===== config.mk =====
export PLATFORM = sky130hd
export DESIGN_NAME = clkrx
export DESIGN_NICKNAME = d
export VERILOG_FILES = /design/src/rtl/clkrx.sv
export SDC_FILE = /design/constraint.sdc
export NUM_CORES = 1
export LEC_CHECK = 0
export BUFFER_PORTS_ARGS = -buffer_cell sky130_fd_sc_hd__buf_2
export CAP_MARGIN = 20
export CELL_PAD_IN_SITES_DETAIL_PLACEMENT = 1
export CELL_PAD_IN_SITES_GLOBAL_PLACEMENT = 1
export CORE_MARGIN = 5
export CORE_UTILIZATION = 34
export CTS_CLUSTER_SIZE = 16
export DETAILED_ROUTE_END_ITERATION = 7
export GPL_TIMING_DRIVEN = 0
export MAX_ROUTING_LAYER = met4
export PLACE_DENSITY = 0.62
export SETUP_SLACK_MARGIN = 0.15
export SLEW_MARGIN = 20
export SYNTH_ARGS = -nofsm -noshare
export SYNTH_HDL_FRONTEND = slang
export SYNTH_SLANG_ARGS = --single-unit
export TNS_END_PERCENT = 30

===== constraint.sdc =====
create_clock -name clk_i -period 2.35 [get_ports clk_i]
set_clock_uncertainty 0.15 [all_clocks]
set_input_delay 0.235 -clock clk_i [delete_from_list [all_inputs] [get_ports clk_i]]
set_output_delay 0.235 -clock clk_i [all_outputs]
set_load 0.02 [all_outputs]

===== src/rtl/clkrx.sv =====
// clkrx: synchronizes an external serial clock/data pair into clk_i, assembles MSB-first words
// on each return-to-idle sclk edge, and flags short half-periods and frames ended by idle timeout.
module clkrx #(
  parameter int WIDTH     = 8,
  parameter int IDLE_HIGH = 1,
  parameter int MIN_HALF  = 4,
  parameter int TIMEOUT   = 16
) (
  input  logic             clk_i,
  input  logic             rst_ni,
  input  logic             sclk_i,
  input  logic             sdata_i,
  output logic [WIDTH-1:0] data_o,
  output logic             valid_o,
  output logic             active_o,
  output logic             err_short_o,
  output logic             err_frame_o
);

  if (WIDTH < 1 || MIN_HALF < 1 || TIMEOUT <= MIN_HALF || (IDLE_HIGH != 0 && IDLE_HIGH != 1))
  begin : g_bad_param
    $error("clkrx: illegal parameter combination");
  end

  localparam logic IDLE_LVL = (IDLE_HIGH != 0);
  localparam int   WCNT_W   = $clog2(TIMEOUT + 1);
  localparam int   BCNT_W   = $clog2(WIDTH + 1);

  typedef enum logic {S_IDLE, S_ACTIVE} state_e;

  state_e              state_q, state_d;
  logic                sclk_meta_q, sclk_meta_d;
  logic                sclk_s_q, sclk_s_d;
  logic                sclk_q, sclk_d;
  logic                sdata_meta_q, sdata_meta_d;
  logic                sdata_s_q, sdata_s_d;
  logic [WCNT_W-1:0]   wcnt_q, wcnt_d;
  logic [BCNT_W-1:0]   bcnt_q, bcnt_d;
  logic [WIDTH-1:0]    shift_q, shift_d;
  logic [WIDTH-1:0]    data_q, data_d;
  logic                valid_q, valid_d;
  logic                err_short_q, err_short_d;
  logic                err_frame_q, err_frame_d;

  logic edge_det, leave, capture, is_short, timed_out;

  always_comb begin
    sclk_meta_d  = sclk_i;
    sclk_s_d     = sclk_meta_q;
    sclk_d       = sclk_s_q;
    sdata_meta_d = sdata_i;
    sdata_s_d    = sdata_meta_q;

    edge_det  = (sclk_s_q != sclk_q);
    leave     = edge_det && (sclk_s_q != IDLE_LVL);
    capture   = edge_det && (sclk_s_q == IDLE_LVL);
    // wcnt counts completed cycles of the current level minus one
    is_short  = (wcnt_q < WCNT_W'(MIN_HALF - 1));
    timed_out = (wcnt_q == WCNT_W'(TIMEOUT));

    if (edge_det)       wcnt_d = '0;
    else if (timed_out) wcnt_d = wcnt_q;
    else                wcnt_d = wcnt_q + WCNT_W'(1);

    state_d     = state_q;
    bcnt_d      = bcnt_q;
    shift_d     = shift_q;
    data_d      = data_q;
    valid_d     = 1'b0;
    err_short_d = 1'b0;
    err_frame_d = 1'b0;

    case (state_q)
      S_IDLE: begin
        bcnt_d  = '0;
        shift_d = '0;
        if (leave) state_d = S_ACTIVE;
      end
      S_ACTIVE: begin
        if (edge_det && is_short) err_short_d = 1'b1;
        if (capture) begin
          // bit k of the frame lands at position WIDTH-1-k, i.e. MSB first
          for (int i = 0; i < WIDTH; i++) begin
            if (BCNT_W'(WIDTH - 1 - i) == bcnt_q) shift_d[i] = sdata_s_q;
          end
          if (bcnt_q == BCNT_W'(WIDTH - 1)) begin
            data_d  = shift_d;
            valid_d = 1'b1;
            bcnt_d  = '0;
          end else begin
            bcnt_d = bcnt_q + BCNT_W'(1);
          end
        end else if (timed_out) begin
          state_d     = S_IDLE;
          err_frame_d = (bcnt_q != '0) || (sclk_s_q != IDLE_LVL);
          bcnt_d      = '0;
          shift_d     = '0;
        end
      end
      default: state_d = S_IDLE;
    endcase
  end

  always_ff @(posedge clk_i or negedge rst_ni) begin
    if (!rst_ni) begin
      state_q      <= S_IDLE;
      sclk_meta_q  <= IDLE_LVL;
      sclk_s_q     <= IDLE_LVL;
      sclk_q       <= IDLE_LVL;
      sdata_meta_q <= 1'b0;
      sdata_s_q    <= 1'b0;
      wcnt_q       <= '0;
      bcnt_q       <= '0;
      shift_q      <= '0;
      data_q       <= '0;
      valid_q      <= 1'b0;
      err_short_q  <= 1'b0;
      err_frame_q  <= 1'b0;
    end else begin
      state_q      <= state_d;
      sclk_meta_q  <= sclk_meta_d;
      sclk_s_q     <= sclk_s_d;
      sclk_q       <= sclk_d;
      sdata_meta_q <= sdata_meta_d;
      sdata_s_q    <= sdata_s_d;
      wcnt_q       <= wcnt_d;
      bcnt_q       <= bcnt_d;
      shift_q      <= shift_d;
      data_q       <= data_d;
      valid_q      <= valid_d;
      err_short_q  <= err_short_d;
      err_frame_q  <= err_frame_d;
    end
  end

  assign data_o      = data_q;
  assign valid_o     = valid_q;
  assign active_o    = (state_q == S_ACTIVE);
  assign err_short_o = err_short_q;
  assign err_frame_o = err_frame_q;

endmodule


==> metrics <==
highest fanout seen on the critical path=8; Adder-Cell Fraction of Synth Area=0.0635; fin util=0.423; CTS tree=done; dpl hpwl=2510 µm; Area Overhead vs Synth=18.3%; post-synth net total=154; number of synthesized flops with an enable pin=0; Final Slew Violations=0; Netlist cell types=38; period utilization=0.861; Synth top area share=0.476; Seq/Total Area, Yosys=0.526; drc violations=0; final WL=3510 µm; synth warn=0; r2r setup slk=0.33 ns; VDD IR-drop max=0.400 mV; Hold Crit Class=reg -> reg; Max-slew headroom=0.519; fill cell count=494; min cycle time layout=2.02 ns; GR Layer Usage met3=0.0389; root buffer cell=clkbuf_8; H-tree depth=2; required time worst endpoint=2.37 ns; Port-buffer cells=15; total grt overflow=0; Longest Clk Path Bufs=2; Leak=0.892 nW; Crit Path Class=reg -> reg; largest family of logic cells by synthesized area=simple AND/OR/NAND/NOR gates; drt first-iter violations=51; CP arrival=2.04 ns; fraction of layout cells with a size suffix above 1=0.190; Setup Total Neg Slack=0 ns; met2 usage=0.194; WL/cell=16.0 µm; Worst Tran Pin Value=0.721 ns; crit path capture type=flop; max frequency=0.494 GHz; gpl congestion=0.815; complex-gate fraction of the synthesized area=0.152; GRT met1 Usage=0.161; die area=0.00610 mm²; total power=1.81 mW; via count=1133; initial antenna violation count=0; Via-to-Cell Ratio=5.15; Final setup viols=0; GRT Resource Usage Total=0.128; largest net degree at the start of global routing=34; CP startpoint kind=flop; final hold violation count=0; Initial Util=0.357; Die Width=78.1 µm; Post-Synth Simple-Gate Area=0.160; drt first pass iters=4; Antenna Violating Nets Remaining=0; NumNets Final=179; # diodes=0; worst-skew pair later-pin latency=0.28 ns; Core Area=0.00441 mm²; Synth Area per Inst=11.1 µm²; vias in the first global route=1206; Yosys reg bits=33; XOR/XNOR share of the synthesized area=0.0167; top post-synthesis cells by area=dfrtp_1 (48%), ha_1 (6.3%), dfstp_2 (5.0%), o21ai_0 (4.1%), a22o_1 (3.3%); multiplexer share of the synthesized area=0.0286; IO Count=16; Num CTS Buffers=5; RSZ-0062 raised after global routing=false; Cells after DPL=209; Post-Synthesis Cells=142; CTS sink cnt=33; fin cells=220; wire length of the first global-routing pass=6000 µm; post-CTS setup buffers=0; Most Used Layer, Global Route=met2; pwr dens=969 mW/mm²; outcome=completed; clock transition at the registers of the reported paths=0.06 ns; Die H=78.1 µm; asr flop ratio synth=1.00; Synth area leader=dfrtp_1; Rows=24; Post-Syn Area=0.00158 mm²; Max-Cap Viols=0; Top FF cell, synth=dfrtp_1
[state kept, by name, indices dropped and copies added, names as in the netlist]
name          cells
err_frame_o       1
sdata_s_q         1
wcnt_q            5
sdata_meta_q      1
active_o          1
sclk_d            1
data_o            8
sclk_meta_q       1
bcnt_q            4
valid_o           1
shift_q           7
sclk_q            1
err_short_o       1
[per-layer routing]
metal	share of wire	wire length, µm
met5	0	0
met4	0.016	57
met3	0.038	133
met2	0.48	1690
met1	0.47	1630
[path summary, 6_finish.rpt]
kind | startpoint | end | depth (start not counted)
max reg2reg | bcnt_q[0]$_DFFE_PN0P_ | data_o[7]$_DFFE_PN0P_ | 6
min in group asynchronous | rst_ni | wcnt_q[3]$_DFFE_PN0P_ | 2
max in group asynchronous | rst_ni | shift_q[7]$_DFFE_PN0P_ | 2
min reg2reg | sclk_meta_q$_DFF_PN1_ | sclk_d$_DFF_PN1_ | 0
min | sclk_meta_q$_DFF_PN1_ | sclk_d$_DFF_PN1_ | 0
max | bcnt_q[0]$_DFFE_PN0P_ | data_o[7]$_DFFE_PN0P_ | 6
[cells by family (layout without fill, tap and decap cells)]
| family | after synthesis | count (layout) |
|---|---|---|
| AO/OA/AOI/OAI | 36 | 36 |
| XOR/XNOR | 3 | 3 |
| adder cells (fa/ha/maj) | 8 | 8 |
| buffers and inverters | 17 | 43 |
| flip-flops | 33 | 33 |
| multiplexers | 4 | 4 |
| AND/OR/NAND/NOR | 41 | 41 |
[cells in the mapped netlist, types with 2 or more instances]
library cell / number
buf_6: 2
o22ai_1: 7
o21ai_0: 13
a211oi_1: 2
dfstp_2: 3
dfrtp_1: 30
and3b_1: 3
mux2i_1: 3
nor2_1: 5
nand2_1: 8
or3b_1: 3
a22oi_1: 3
inv_1: 10
nand2b_1: 2
nand3_1: 4
and2_1: 3
and3_1: 4
xnor2_1: 2
clkbuf_1: 4
a22o_1: 6
ha_1: 8
[stage by stage]
stage	setup slack (ns)	hold WS (ns)	cell area, µm²
floorplan	0.519	-0.211	1580
global placement	0.378	0.183	1720
detailed placement	0.296	0.192	1720
CTS	0.283	0.208	1860
global route	0.209	0.211	1870
finish	0.326	0.206	1870
[area by class of cell]
| class | instances | area (µm²) | area share |
|---|---|---|---|
| inverter | 11 | 46.3 | 0.0248 |
| clock buffer | 7 | 86.3 | 0.0463 |
| sequential | 33 | 830 | 0.445 |
| timing repair buffer | 18 | 105 | 0.0563 |
| tap | 52 | 65.1 | 0.0349 |
| buffer | 6 | 37.5 | 0.0201 |
| clock inverter | 1 | 30.0 | 0.0161 |
| multi-input combinational | 92 | 666 | 0.357 |
[worst max-delay path, stage by stage (launching register included)]
cell      delay [ns]
dfrtp_1         0.44
ha_1            0.35
nand3_2         0.22
or2_1           0.27
buf_6           0.14
clkinv_4        0.05
mux2_4          0.28
[what timing repair did]
item / CTS / global route
endpoints found under the setup margin: 0 / 1
gates resized for setup: 0 / 1
endpoints found under the hold margin: 32 / 0
hold buffers: 3 / 0
[report_power, final]
group / leakage, nW / switching, mW / internal [mW]
clock network: 0.0585 / 0.205 / 0.346
logic: 0.406 / 0.297 / 0.209
registers: 0.428 / 0.0772 / 0.674
[cells in the final DEF, fill, tap and decap left out, types with 2 or more instances in the layout]
master         count
dfrtp_1           30
o21ai_0           13
and3_1             4
and2_1             3
dfstp_2            3
nand2b_1           2
clkbuf_8           6
buf_2             15
mux2i_1            3
a211oi_1           2
nand3_1            4
nor2_1             5
nand2_1            8
or3b_1             3
ha_1               7
a22o_1             6
clkbuf_1           5
o22ai_1            7
a22oi_1            3
inv_1             10
dlygate4sd3_1      3
buf_6              2
xnor2_1            2
and3b_1            3
Power figures use the tool's default switching activity.
